<file path="config.mk">
export PLATFORM = sky130hd
export DESIGN_NAME = alu_seq_ctrl
export DESIGN_NICKNAME = d
export VERILOG_FILES = /design/src/rtl/alu_seq_pkg.sv /design/src/rtl/alu_seq_ctrl.sv
export SDC_FILE = /design/constraint.sdc
export NUM_CORES = 1
export LEC_CHECK = 0
export BUFFER_PORTS_ARGS = -buffer_cell sky130_fd_sc_hd__buf_2
export CORE_MARGIN = 2
export CORE_UTILIZATION = 40
export CTS_BUF_LIST = sky130_fd_sc_hd__clkbuf_8
export CTS_CLUSTER_DIAMETER = 80
export DETAILED_ROUTE_END_ITERATION = 8
export PLACE_DENSITY = 0.67
export SYNTH_ARGS = -nofsm -noshare
export SYNTH_HDL_FRONTEND = slang
export SYNTH_SLANG_ARGS = --single-unit
</file>
<file path="constraint.sdc">
create_clock -name clk -period 2.6 [get_ports clk]
set_input_delay 0.13 -clock clk [delete_from_list [all_inputs] [get_ports clk]]
set_output_delay 0.13 -clock clk [all_outputs]
set_load 0.05 [all_outputs]
</file>
<file path="src/rtl/alu_seq_pkg.sv">
// ---------------------------------------------------------------------------
// alu_seq_pkg
// Shared definitions for the byte-serial ALU sequencer:
//   op_t        - request operation codes (codes 6 and 7 execute as ADD)
//   ALU_*       - function codes understood by the 8-bit combinational ALU
//   state_t     - sequencer FSM states
//   decode_op   - maps a raw 3-bit request code onto op_t
// No ports (package).
// ---------------------------------------------------------------------------
package alu_seq_pkg;

  typedef enum logic [2:0] {
    OP_ADD  = 3'd0,
    OP_SUB  = 3'd1,
    OP_AND  = 3'd2,
    OP_OR   = 3'd3,
    OP_XOR  = 3'd4,
    OP_NAND = 3'd5
  } op_t;

  localparam logic [2:0] ALU_ADD  = 3'b000;
  localparam logic [2:0] ALU_ADC  = 3'b001;
  localparam logic [2:0] ALU_SUB  = 3'b010;
  localparam logic [2:0] ALU_SBC  = 3'b011;
  localparam logic [2:0] ALU_AND  = 3'b100;
  localparam logic [2:0] ALU_OR   = 3'b101;
  localparam logic [2:0] ALU_XOR  = 3'b110;
  localparam logic [2:0] ALU_NAND = 3'b111;

  typedef enum logic [1:0] {
    ST_IDLE = 2'd0,
    ST_RUN  = 2'd1,
    ST_DONE = 2'd2
  } state_t;

  // Unused codes 6 and 7 fall back to ADD.
  function automatic op_t decode_op(input logic [2:0] code);
    op_t op;
    case (code)
      3'd1:    op = OP_SUB;
      3'd2:    op = OP_AND;
      3'd3:    op = OP_OR;
      3'd4:    op = OP_XOR;
      3'd5:    op = OP_NAND;
      default: op = OP_ADD;
    endcase
    return op;
  endfunction

endpackage

</file>
<file path="src/rtl/alu_seq_ctrl.sv">
// ---------------------------------------------------------------------------
// alu_seq_ctrl
// Runs one NBYTES x 8-bit arithmetic/logic operation at a time on an external
// 8-bit combinational ALU, one byte per cycle LSB first, chaining carries.
//
// Optional feature: define ALU_SEQ_OVF_EN to add the rsp_ovf port and the
// signed-overflow flag. Without it the port and logic are absent.
//
// Ports:
//   clk, rst_n             clock, asynchronous active-low reset
//   req_valid/req_ready    request handshake (ready only while idle)
//   req_op, req_a, req_b   operation code and W-bit operands
//   rsp_valid/rsp_ready    response handshake
//   rsp_result             W-bit result
//   rsp_carry              ADD carry out / SUB borrow / 0 for logic ops
//   rsp_zero               result is all zeros
//   rsp_ovf                signed overflow (ALU_SEQ_OVF_EN only)
//   alu_fun/a/b/cin        drive to the ALU instance
//   alu_out/cout/zero      combinational ALU results
// ---------------------------------------------------------------------------
module alu_seq_ctrl
  import alu_seq_pkg::*;
#(
  parameter int NBYTES = 4
) (
  input  logic                  clk,
  input  logic                  rst_n,
  input  logic                  req_valid,
  output logic                  req_ready,
  input  logic [2:0]            req_op,
  input  logic [8*NBYTES-1:0]   req_a,
  input  logic [8*NBYTES-1:0]   req_b,
  output logic                  rsp_valid,
  input  logic                  rsp_ready,
  output logic [8*NBYTES-1:0]   rsp_result,
  output logic                  rsp_carry,
  output logic                  rsp_zero,
  output logic [2:0]            alu_fun,
  output logic [7:0]            alu_a,
  output logic [7:0]            alu_b,
  output logic                  alu_cin,
  input  logic [7:0]            alu_out,
  input  logic                  alu_cout,
  input  logic                  alu_zero
`ifdef ALU_SEQ_OVF_EN
  ,
  output logic                  rsp_ovf
`endif
);

  localparam int W     = 8 * NBYTES;
  localparam int IDX_W = (NBYTES > 1) ? $clog2(NBYTES) : 1;
  localparam logic [IDX_W-1:0] LAST_IDX = IDX_W'(NBYTES - 1);

  state_t           r_state;
  state_t           w_state_nxt;
  op_t              r_op;
  logic [W-1:0]     r_a;
  logic [W-1:0]     r_b;
  logic [W-1:0]     r_result;
  logic [IDX_W-1:0] r_idx;
  logic             r_carry;
  logic             r_zacc;

  logic             w_accept;
  logic             w_done;
  logic             w_first;
  logic             w_last;
  logic [7:0]       w_a_byte;
  logic [7:0]       w_b_byte;

  assign w_accept = (r_state == ST_IDLE) && req_valid;
  assign w_done   = (r_state == ST_DONE);
  assign w_first  = (r_idx == '0);
  assign w_last   = (r_idx == LAST_IDX);
  assign w_a_byte = r_a[{r_idx, 3'b000} +: 8];
  assign w_b_byte = r_b[{r_idx, 3'b000} +: 8];

  // State register
  always_ff @(posedge clk or negedge rst_n) begin
    if (!rst_n) r_state <= ST_IDLE;
    else        r_state <= w_state_nxt;
  end

  // Next state, handshakes and ALU drive
  always_comb begin
    w_state_nxt = r_state;
    req_ready   = 1'b0;
    rsp_valid   = 1'b0;
    alu_fun     = ALU_ADD;
    alu_a       = 8'h00;
    alu_b       = 8'h00;
    alu_cin     = 1'b0;
    case (r_state)
      ST_IDLE: begin
        req_ready = 1'b1;
        if (req_valid) w_state_nxt = ST_RUN;
      end
      ST_RUN: begin
        alu_a = w_a_byte;
        alu_b = w_b_byte;
        case (r_op)
          OP_ADD: begin
            alu_fun = w_first ? ALU_ADD : ALU_ADC;
            alu_cin = w_first ? 1'b0 : r_carry;
          end
          // b is stored inverted; the +1 of two's complement enters as cin
          OP_SUB: begin
            alu_fun = ALU_ADC;
            alu_cin = w_first ? 1'b1 : r_carry;
          end
          OP_AND:  alu_fun = ALU_AND;
          OP_OR:   alu_fun = ALU_OR;
          OP_XOR:  alu_fun = ALU_XOR;
          OP_NAND: alu_fun = ALU_NAND;
          default: alu_fun = ALU_ADD;
        endcase
        if (w_last) w_state_nxt = ST_DONE;
      end
      ST_DONE: begin
        rsp_valid = 1'b1;
        if (rsp_ready) w_state_nxt = ST_IDLE;
      end
      default: w_state_nxt = ST_IDLE;
    endcase
  end

  // Control registers: byte index, carry chain and zero accumulator
  always_ff @(posedge clk or negedge rst_n) begin
    if (!rst_n) begin
      r_op    <= OP_ADD;
      r_idx   <= '0;
      r_carry <= 1'b0;
      r_zacc  <= 1'b0;
    end else if (w_accept) begin
      r_op    <= decode_op(req_op);
      r_idx   <= '0;
      r_carry <= 1'b0;
      r_zacc  <= 1'b1;
    end else if (r_state == ST_RUN) begin
      r_carry <= alu_cout;
      r_zacc  <= r_zacc & alu_zero;
      r_idx   <= w_last ? '0 : r_idx + 1'b1;
    end
  end

  // Operand and result storage (data only; outputs are gated by state)
  always_ff @(posedge clk) begin
    if (w_accept) begin
      r_a <= req_a;
      r_b <= (decode_op(req_op) == OP_SUB) ? ~req_b : req_b;
    end else if (r_state == ST_RUN) begin
      r_result[{r_idx, 3'b000} +: 8] <= alu_out;
    end
  end

  // Response outputs read zero outside DONE so reset/idle values are defined
  assign rsp_result = w_done ? r_result : '0;
  assign rsp_zero   = w_done & r_zacc;

  // SUB reports borrow, which is the inverse of the a + ~b + 1 carry
  always_comb begin
    rsp_carry = 1'b0;
    if (w_done) begin
      if (r_op == OP_ADD)      rsp_carry = r_carry;
      else if (r_op == OP_SUB) rsp_carry = ~r_carry;
    end
  end

`ifdef ALU_SEQ_OVF_EN
  logic w_arith;
  assign w_arith = (r_op == OP_ADD) || (r_op == OP_SUB);
  // r_b already holds ~b for SUB, so one rule covers both operations
  assign rsp_ovf = w_done && w_arith && (r_a[W-1] == r_b[W-1]) &&
                   (r_result[W-1] != r_a[W-1]);
`endif

endmodule

</file>
[Yosys cells after proc, flatten, opt, wreduce, memory -nomap -nowiden]
Cells that the tools add are included.
Cells by class
  add/subtract/negate cells: 2
  equal/unequal tests: 17
  shifts and indexed selects: 4
  mux-type cells: 30
  bitwise operators: 5
  reductions and logical operators: 7
Operators with widths (number)
  two-way mux 32 bit: 2
  variable part select 32 x 6 -> 8 bit: 2
  bitwise mux 32 bit: 1
  inverter 32 bit: 1
  variable shift 8 x 7 -> 32 bit, first input constant: 1
  variable part select 8 x 7 -> 32 bit: 1
  case mux 3 bit (6 select lines): 1
  two-way mux 8 bit: 2
  case mux 3 bit (5 select lines): 1
  two-way mux 1 bit: 13
  == test 3 x 2 -> 1 bit, second input constant: 4
  == test 3 bit, second input constant: 4
  two-way mux 2 bit: 6
  == test 3 x 1 -> 1 bit, second input constant: 3
  negation 5 -> 7 bit: 1
  two-way mux 3 bit: 2
  inequality test 2 bit, second input constant: 3
  case mux 2 bit (3 select lines): 1
  == test 2 bit, second input constant: 2
  logical NOT 2 bit: 2
  logical NOT 3 bit: 1
  AND reduction 3 bit: 1
  adder 2 x 1 -> 2 bit, second input constant: 1
  AND 1 bit: 2
  6 further kinds: 7
Word-level totals
  bits in registers: 105

[Logic depth before layout (Yosys ltp)]
Gate-level depths: netlist (run 1).
  word-level depth: 5
  gate-level depth with buffers: 7
  mapped depth without buffers: 5

[Worst setup path before layout (run 1)]
OpenSTA, ideal clock, no wires.
  kind: reg-to-output
  start: reg r_idx[1]
  end: out alu_cin
  data arrival time: 2.845 ns
  required time: 2.470 ns
  path slack: -0.375 ns
  cell stages (with the launch flop): 7
  buffers on the path: 2
  path through: dfrtp_1 buf_2 buf_1 inv_1 ha_1 mux2i_1 nor4_1
On the way
  longest elaborated chain between the ends: 4
  elaborated cells between the ends (all ways): 5
  classes of those cells: 4 x mux; 1 x reduce/logical
RTL lines
  start, declared: line alu_seq_ctrl.sv:61  | logic [IDX_W-1:0] r_idx;
  start signal, assigned: line alu_seq_ctrl.sv:143  | r_idx <= w_last ? '0 : r_idx + 1'b1;
  logical NOT 2 bit *: line alu_seq_ctrl.sv:74  | assign w_first = (r_idx == '0);
  two-way mux 1 bit (on tied branches): line alu_seq_ctrl.sv:110, alu_seq_ctrl.sv:105
  case mux 1 bit (2 select lines) *: line alu_seq_ctrl.sv:102  | case (r_op)
  two-way mux 1 bit *: line alu_seq_ctrl.sv:94  | case (r_state)
  end, declared: line alu_seq_ctrl.sv:41  | output logic alu_cin,
Every way passes the cells marked *; elsewhere a longest branch is shown, timed or not.

[Worst setup path after layout (run 1)]
  start: reg r_idx[0]
  end: out alu_b[5]
On the way
  longest elaborated chain between the ends: 2
RTL lines
  variable part select 32 x 6 -> 8 bit: line alu_seq_ctrl.sv:77  | assign w_b_byte = r_b[{r_idx, 3'b000} +: 8];
  two-way mux 8 bit: line alu_seq_ctrl.sv:94
  end, declared: line alu_seq_ctrl.sv:40  | output logic [7:0] alu_b,
No other way between the ends.

==> flow_summary.toml, run 1 <==
[sta]
finalClockSkew_ns = 0.006724
rsz0062_at_grt = "no"
fmaxAchievable_ghz = 0.4581
drv_slew = 0
tightest_slew_ns = 0.6694
setup_viol = 0
fin_crit_ns = 2.183
relSlewSlack_pct = 55.33
fin_crit_sh_pct = 83.97
report.final.hold_viol_count = 0
fin_tns_setup_ns = 0

[route]
drc = 11
wl_met3_um = 639
wl_met2_um = 4539
met1Wirelength_um = 3808
firstDrtPassIters = 6
routed-via-count = 2930
top_layer = "met4"
antenna_left = 0
via_per_inst = 4.607
drt-total-wl_um = 9057
drt_iter0_markers = 128
wl_per_cell_um = 14.24

[power_and_ir_drop]
sw_frac_of_total_pct = 40.70
ir_drop_uv = 493.2
leakage_uw = 0.002614
clock_power_share_pct = 15.1
p_seq_share_pct = 39.9
p_int_uw = 3758
switchingPower_uw = 2579
power_uw = 6337
pwr-share-comb_pct = 45.0
p_per_area_nw_per_um2 = 1024

[job]
maxCapViolations = 0

[synth]
yosys.area.top_type = "edfxtp_1"
synth_top_area_share_pct = 60.44
yosysSeqAreaShare_pct = 65.16
synth_mux_area_share_pct = 7.765
synth_seq_cells = 105
netlist_top_cells_area = "edfxtp_1 60%, and2_1 11%, mux4_2 7.6%, xor2_1 5.9%, dfrtp_1 4.7%"
synth-xor-area-share_pct = 6.243
syn_area_per_cell_sq_um = 15.24
synth_area_sq_um = 4770
yosysWarningCount = 0
synth_simple_gate_area_share_pct = 15.16
synth_compound_area_share_pct = 0.9969
synth.distinct_cells = 32
synth_fa_ha_area_share_pct = 2.335
syn-num-nets = 402
synth_top_family_by_area = "simple AND/OR/NAND/NOR gates"
synth_cells = 313

[global_route]
grt_max_degree = 48
overflow = 0
grt_pass1_vias = 3029
grt_pass1_wl_um = 14770
antenna_found_initial = 0
grt_use_total_pct = 14.96

[final_layout]
fin_nets = 577
drive_gt1_share_pct = 36.51
syn_to_final_growth_pct = 29.75
n_fill_cell = 971
diodes = 0
layout_commonest_cell = "buf_2"
final_core_util_pct = 53.74
mostFrequentLayoutCells = "136 x buf_2, 96 x edfxtp_1, 83 x and2_1"

[min_path]
hold_path.class = "in2reg"
hold_depth = 2
min_delay_worst_endpoint = "r_b[6]$_DFFE_PP_"
worstHoldStart = "req_b[6]"

[floorplanning]
row_count = 39
start_util_pct = 41.42
fp.dieW_um = 113.2
io-pin-count = 137
die_y_um = 113.2
dieArea_sq_um = 12810
core_area_sq_um = 11520

[placement]
gp_congestion = 0.7481
dp_hpwl_um = 6287
portBuffers = 136

[worst_setup_path]
worst_ep_required_time_ns = 2.47
cp_max_fo = 25
worst-setup-path-type = "reg2out"
cp-start-kind = "flip-flop"
r2r_cells = 3
cpMaxStageDelayCell = "mux4_2"
critical-path-max-stage-delay_ns = 0.56
timing.rr.end = "r_b[11]$_DFFE_PP_"
rrSetupSlack_ns = 0.84
path_cells = "buf_4 -> mux4_2 -> and2_1 -> buf_2"
arrival_ns = 2.05
cp-end-kind = "output pin"
r2r-start = "r_state[1]$_DFFE_PN0P_"

[clock_tree]
cts_buffers = 9
clockBufferDepth = 2
cts-root-buf = "clkbuf_8"
cts_tree = "built"
path_clk_slew_ns = 0.10
htree_levels = 3
cts_resized = 0
hold_buffers = 37
post_cts_buffers = 0
cts.sinks = 105
clock_latency_ns = 0.36

[outcome]
violations = "DRC"
status = "finished with violations"
-- power groups by stage --
stage / Clock (uW) / Combinational (uW) / Sequential, uW
finish: 959 / 2850 / 2530
global route: 1060 / 3060 / 2570
CTS: 1000 / 2890 / 2530
detailed placement: 0 / 2840 / 2570
global placement: 0 / 2810 / 2560
floorplan: 0 / 2190 / 2520
-- logic make-up (layout without fill, tap and decap cells) --
family	Yosys count	count (layout)
multiplexers	17	17
buffers and inverters	22	202
AND/OR/NAND/NOR	118	118
XOR/XNOR	34	34
flip-flops	105	105
AO/OA/AOI/OAI	8	8
adder cells (fa/ha/maj)	9	9
-- flip-flops by register name, indices dropped and copies added, names as in the netlist --
register  cells
r_result     32
r_carry       1
r_op          3
r_zacc        1
r_state       2
r_b          32
r_idx         2
r_a          32
-- worst max-delay path: cells and delay by family (launching register included) --
family	cells	cell delay (ns)
buffers and inverters	2	0.60
muxes	1	0.56
and+or+nand+nor	1	0.18
DFF	1	0.35
-- metrics by stage --
step	hold WS, ns	setup slack, ns	cell area, sq um	cells
2_1_floorplan	-0.1656	0.2097	4780	313
3_3_place_gp	-0.01144	0.7741	5630	583
3_5_place_dp	-0.004814	0.7459	5630	583
4_1_cts	0.03965	0.3651	6188	636
5_1_grt	0.04013	0.2674	6188	636
6_report	0.06673	0.4169	6188	636
-- synth_stat cells --
library cell and number:
edfxtp_1 96, xnor2_1 2, nor3b_1 2, nand3_1 2
buf_4 1, buf_1 1, maj3_2 1, mux2i_1 1
inv_1 6, nand2b_1 5, dfrtp_1 9, nor4_1 2
nor2_1 4, nor4b_4 1, mux4_2 16, buf_2 2
nand2_1 13, a21oi_1 1, nor2b_1 1, and4bb_2 1
o31ai_1 2, or3b_2 1, o21ai_1 1, nor3_1 2
o21bai_1 1, and2_1 83, o21ai_0 3, clkbuf_1 9
and4b_1 1, ha_1 8, xor2_1 32, buf_6 3
-- worst max-delay path by stage --
stage | slack, ns | end | cells after the start | startpoint
2_1_floorplan | 0.21 | alu_cin | 6 | r_idx[1]$_DFFE_PN0P_
3_3_place_gp | 0.77 | r_b[4]$_DFFE_PP_ | 7 | req_op[1]
3_5_place_dp | 0.75 | r_b[27]$_DFFE_PP_ | 7 | req_op[1]
4_1_cts | 0.37 | alu_b[5] | 4 | r_idx[0]$_DFFE_PN0P_
5_1_grt | 0.27 | alu_b[5] | 4 | r_idx[0]$_DFFE_PN0P_
6_report | 0.42 | alu_b[5] | 4 | r_idx[0]$_DFFE_PN0P_
-- per-layer routing --
metal | vias up | track usage, %
met4 | 0 | 5.691
li1 | 1451 | -
met1 | 1350 | 18.55
met5 | - | 0
met2 | 122 | 25.47
met3 | 7 | 3.589
-- final cells by class --
type / instances / area, sq um / area share, %
clock buffers: 9 / 123.9 / 2.002
clock inverters: 7 / 63.81 / 1.031
inverters: 6 / 26.28 / 0.4246
multi-input cells: 186 / 1559 / 25.19
flip-flops and latches: 105 / 3108 / 50.22
well taps: 143 / 178.9 / 2.891
repair buffers: 180 / 1129 / 18.24
No activity file was read; power rests on OpenSTA's default activity.
==> run 2, diff against run 1 <==
- ABC_AREA: default -> 1
- PLACE_DENSITY: 0.67 -> default
- clock period: 2.6 -> 2.3 ns (I/O delays scaled with it)
==> run 2 against run 1 <==
Net effect: the run now ends clean; final cell count rose by 52%; critical path depth rose by 2; clock power rose by 14%; non-clock buffer count rose by 7; die area rose by 12%; clock skew rose by 0.0033 ns; combinational power rose by 33%; cell area rose by 9.1%; global-route usage rose by 2.6 points; clock-buffer cell count rose by 3; critical endpoint is now alu_cin; largest cell class unchanged; highest routed layer unchanged.
==> flow_summary.toml, run 2 <==
[placement]
portBuffers = 136
gp_congestion = 0.7964
dp_hpwl_um = 8894
place_inst = 914

[synth]
synth_top_area_share_pct = 53.86
netlist_top_cells_area = "edfxtp_1 54%, nand2_1 13%, inv_1 8.6%, nor2_1 4.6%, dfrtp_1 4.2%"
yosysSeqAreaShare_pct = 58.06
synth_cells = 616
synth_ff_type = "edfxtp_1"
async_reset_ff_share_pct = 8.571
synth_edf_count = 96
yosysMostFrequentCell = "nand2_1"
synth_seq_cells = 105
synth.distinct_cells = 23
yosys.area.top_type = "edfxtp_1"
syn_area_per_cell_sq_um = 8.689
synth_area_sq_um = 5353
synthTopCellsByCount = "183 x nand2_1, 123 x inv_1, 96 x edfxtp_1"
yosysWarningCount = 0
syn-num-nets = 705

[power_and_ir_drop]
pwr-share-comb_pct = 49.1
clock_power_share_pct = 14.1
ir_drop_uv = 521.4
leakage_uw = 0.003435
sw_frac_of_total_pct = 47.25
switchingPower_uw = 3649
p_seq_share_pct = 36.8
p_int_uw = 4073
p_per_area_nw_per_um2 = 1144

[sta]
relSlewSlack_pct = 55.25
whs_ns = 0.03195
setup_viol = 0
fin_crit_ns = 2.161
fin_crit_sh_pct = 93.95
fin_tns_setup_ns = 0
tightest_slew_ns = 0.6688
drv_slew = 0
rsz0062_at_grt = "no"
finalClockSkew_ns = 0.009982
fmaxAchievable_ghz = 0.4628
report.final.hold_viol_count = 0

[global_route]
overflow = 0
grt_pass1_wl_um = 19710
use_met1_pct = 23.54
grt_pass1_vias = 4196
grt_max_degree = 36
grt_use_total_pct = 17.57
use_met2_pct = 29.04
grt.met3_usage_pct = 2.567
busiest_layer = "met2"
antenna_found_initial = 0

[final_layout]
layout_commonest_cell = "nand2_1"
mostFrequentLayoutCells = "183 x nand2_1, 136 x buf_2, 122 x inv_1"
final-seq-area_sq_um = 3108
syn_to_final_growth_pct = 26.09
diodes = 0
reg_top3 = "r_a (32), r_b (32), r_result (32)"
final_cells = 966
fin_nets = 874
drive_gt1_share_pct = 22.66
multi_input_area_sq_um = 1592
n_fill_cell = 1240

[route]
antenna_left = 0
drt-total-wl_um = 12240
wl_per_cell_um = 12.67
drc = 0
routed-via-count = 4372
via_per_inst = 4.526
drt_iter0_markers = 231
firstDrtPassIters = 5

[clock_tree]
path_clk_slew_ns = 0.09
cts.sinks = 105
post_cts_buffers = 0
htree_levels = 3
clockBufferDepth = 2
clock_latency_ns = 0.37
cts_tree = "built"
cts-root-buf = "clkbuf_8"
cts_buffers = 9

[worst_setup_path]
cp_max_fo = 13
cp-start-kind = "flip-flop"
worst_ep_required_time_ns = 2.18
arrival_ns = 2.05
cp-end-kind = "output pin"
worst-setup-path-type = "reg2out"

[floorplanning]
fp.dieW_um = 119.7
start_util_pct = 40.74
die_y_um = 119.7
row_count = 42
core_area_sq_um = 13140
dieArea_sq_um = 14320
io-pin-count = 137

[outcome]
status = "finished, final reports clean"

[min_path]
hold_path.class = "in2reg"

[job]
maxCapViolations = 0
run 2: kinds of logic (layout without fill, tap and decap cells):
family	Yosys count	count (layout)	share of synthesized area [%]
and+or+nand+nor	317	317	24.73
buffers and inverters	156	330	12.34
DFF	105	105	58.06
AOI/OAI and AO/OA	29	29	2.828
adders and majority gates	8	8	1.870
xor gates and xnor gates	1	1	0.1637
run 2: worst paths after layout:
path                                      start                     end  slack (ns)  cells past startpoint
max in group asynchronous                 rst_n     r_op[1]$_DFFE_PN0P_        1.98                      2
min in group asynchronous                 rst_n    r_idx[0]$_DFFE_PN0P_        0.13                      2
setup reg to reg           r_idx[1]$_DFFE_PN0P_  r_result[19]$_DFFE_PP_        0.49                      6
setup / recovery           r_idx[1]$_DFFE_PN0P_                 alu_cin        0.14                      6
hold / removal                        req_b[13]       r_b[13]$_DFFE_PP_        0.03                      3
hold reg to reg              r_zacc$_DFFE_PN0P_      r_zacc$_DFFE_PN0P_        0.51                      2
run 2: per-layer routing:
layer	share of wire, %	vias up
met5	0	-
met4	1.9	0
met3	5.4	15
met2	47	128
met1	45	1965
li1	-	2264
run 2: area by class of cell:
class,instances,share of cell area [%]
sequential,105,46.05
multi-input combinational,355,23.58
timing repair buffer,187,17.09
inverter,127,7.175
tap,176,3.263
clock buffer,12,2.447
clock inverter,4,0.3893
run 2: worst max-delay path, stage by stage, from the launching register on:
cell and delay (ns):
dfrtp_1 0.40, clkinvlp_4 0.27, ha_1 0.32, inv_1 0.14, o21ai_0 0.11, nor3_2 0.14, buf_2 0.29
run 2: stage by stage:
stage	setup slack (ns)	total power, uW	utilization, %	instance area [sq um]
5_1_grt	0.008054	8236	51.37	6749
6_report	0.1392	7723	51.37	6749
3_5_place_dp	0.3875	6658	47.14	6193
4_1_cts	0.001495	7787	51.34	6745
3_3_place_gp	0.4740	6593	47.14	6193
2_1_floorplan	0.04374	5700	-	5364
run 2: what timing repair did:
| action | 4_1_cts | 5_1_grt |
|---|---|---|
| endpoints found under the setup margin | 0 | 2 |
| hold buffers | 36 | 0 |
| resized for setup | 0 | 1 |
| hold endpoints to repair | 44 | 0 |
run 2: power by group through the flow:
stage	clock, uW	sequential (uW)	combinational, uW
final	1090	2850	3790
after global routing	1180	2890	4160
after CTS	1110	2840	3830
after detailed placement	0	2890	3770
after global placement	0	2880	3710
after floorplan	0	2860	2840
==> run 3, diff against run 2 <==
- CTS_BUF_LIST: sky130_fd_sc_hd__clkbuf_8 -> sky130_fd_sc_hd__clkbuf_16
==> run 3 against run 2 <==
Net effect: maximum frequency rose by 2.5%; sequential power barely moved; cell area rose by 0.76%; first-iteration DRC count fell by 6.9%; largest cell class unchanged.
==> flow_summary.toml, run 3 (same netlist as run 2, synthesis figures left out) <==
[clock_tree]
post_cts_buffers = 0
cts-root-buf = "clkbuf_16"
clockBufferDepth = 2
cts_tree = "built"
clock_latency_ns = 0.34
cts.sinks = 105
htree_levels = 3
cts_buffers = 9
path_clk_slew_ns = 0.07

[floorplanning]
core_area_sq_um = 13140
io-pin-count = 137
die_y_um = 119.7
dieArea_sq_um = 14320
start_util_pct = 40.74
row_count = 42
fp.dieW_um = 119.7

[route]
wl_per_cell_um = 12.72
routed-via-count = 4404
drt-total-wl_um = 12260
drt_iter0_markers = 215
antenna_left = 0
via_per_inst = 4.568
firstDrtPassIters = 7
drc = 0

[placement]
portBuffers = 136
gp_congestion = 0.7964
place_area_sq_um = 6193
dp_hpwl_um = 8894

[final_layout]
final-seq-area_sq_um = 3108
layout_commonest_cell = "nand2_1"
drive_gt1_share_pct = 22.34
stdcell_area_sq_um = 6800
diodes = 0
syn_to_final_growth_pct = 27.05
multi_input_area_sq_um = 1592
reg_top3 = "r_a (32), r_b (32), r_result (32)"
mostFrequentLayoutCells = "183 x nand2_1, 136 x buf_2, 122 x inv_1"
n_fill_cell = 1233
fin_nets = 872

[worst_setup_path]
cpMaxStageDelayCell = "dfrtp_1"
arrival_ns = 1.99
cp-start-kind = "flip-flop"
worst_ep_required_time_ns = 2.18
path_cells = "clkinvlp_4 -> ha_1 -> inv_1 -> o21ai_0 -> nor3_2 -> buf_2"
crit_family = "buffers and inverters"
cp-end-kind = "output pin"
cp_max_fo = 13
rrSetupSlack_ns = 0.50
path_buf_inv = 3
critical-path-max-stage-delay_ns = 0.39
worst-setup-path-type = "reg2out"

[sta]
setup_viol = 0
drv_slew = 0
whs_ns = 0.005167
finalClockSkew_ns = 0.01039
rsz0062_at_grt = "no"
relSlewSlack_pct = 55.95
fin_crit_ns = 2.108
fmaxAchievable_ghz = 0.4745
report.final.hold_viol_count = 0
fin_crit_sh_pct = 91.64
tightest_slew_ns = 0.6583
fin_tns_setup_ns = 0

[power_and_ir_drop]
clock_power_share_pct = 17.0
power_uw = 8007
pwr-share-comb_pct = 47.4
sw_frac_of_total_pct = 46.12
ir_drop_uv = 458.6
p_int_uw = 4314
p_seq_share_pct = 35.6
leakage_uw = 0.003456
switchingPower_uw = 3693
p_per_area_nw_per_um2 = 1177

[global_route]
overflow = 0
grt_max_degree = 36
antenna_found_initial = 0
grt_use_total_pct = 17.64
grt_pass1_wl_um = 19800
grt_pass1_vias = 4206

[min_path]
hold_path.class = "in2reg"

[job]
maxCapViolations = 0

[outcome]
status = "finished, final reports clean"
run 3: cell types whose count changed in the layout (fill, tap and decap cells not counted):
cell and change:
clkbuf_8 -12, clkbuf_16 +9, clkinv_1 +3, dlygate4sd3_1 -2
run 3: worst paths after layout:
check                                     startpoint                     end  cells after the start
worst max-delay path            r_idx[1]$_DFFE_PN0P_                 alu_cin                      6
max in group asynchronous                      rst_n     r_op[1]$_DFFE_PN0P_                      2
min in group asynchronous                      rst_n    r_idx[0]$_DFFE_PN0P_                      2
worst min-delay path                        alu_cout     r_carry$_DFFE_PN0P_                      3
worst min register to register    r_zacc$_DFFE_PN0P_      r_zacc$_DFFE_PN0P_                      2
worst max register to register  r_idx[1]$_DFFE_PN0P_  r_result[19]$_DFFE_PP_                      6
run 3: final cells by class:
class                   count  share of cell area (%)
repair buffers            185                   16.67
clock buffers               9                   3.312
multi-input cells         355                   23.40
inverters                 127                   7.121
well taps                 176                   3.238
clock inverters             7                  0.5520
flip-flops and latches    105                   45.70
run 3: per-layer routing:
layer / global-route usage (%) / share of wire [%] / wire, um
met1: 23.66 / 46 / 5606
met2: 29.32 / 47 / 5807
met3: 3.375 / 5.5 / 676
met4: 5.000 / 1.4 / 174
met5: 0 / 0 / 0
run 3: repair_timing:
item | in CTS | in global routing
resized for setup | 0 | 1
setup endpoints to repair | 0 | 2
hold endpoints to repair | 42 | 0
hold buffers | 34 | 0
run 3: power by group through the flow:
stage | sequential [uW] | combinational (uW) | clock [uW]
finish | 2850 | 3800 | 1360
detailed placement | 2890 | 3770 | 0
CTS | 2850 | 3820 | 1400
global placement | 2880 | 3710 | 0
global route | 2900 | 4160 | 1470
floorplan | 2860 | 2840 | 0
run 3: per-stage QoR:
| stage | util (%) | setup WS [ns] | instances |
|---|---|---|---|
| after floorplan | - | 0.04374 | 616 |
| after global routing | 51.76 | 0.04098 | 964 |
| after detailed placement | 47.14 | 0.3875 | 914 |
| after global placement | 47.14 | 0.4740 | 914 |
| after CTS | 51.73 | 0.04175 | 964 |
| final | 51.76 | 0.1923 | 964 |
run 3: worst register-to-register path, delay by kind of cell, from the launching register on:
| kind | cells | cell delay, ns |
|---|---|---|
| DFF | 1 | 0.39 |
| buffers and inverters | 2 | 0.34 |
| and+or+nand+nor | 3 | 0.56 |
| adders and majority gates | 1 | 0.37 |
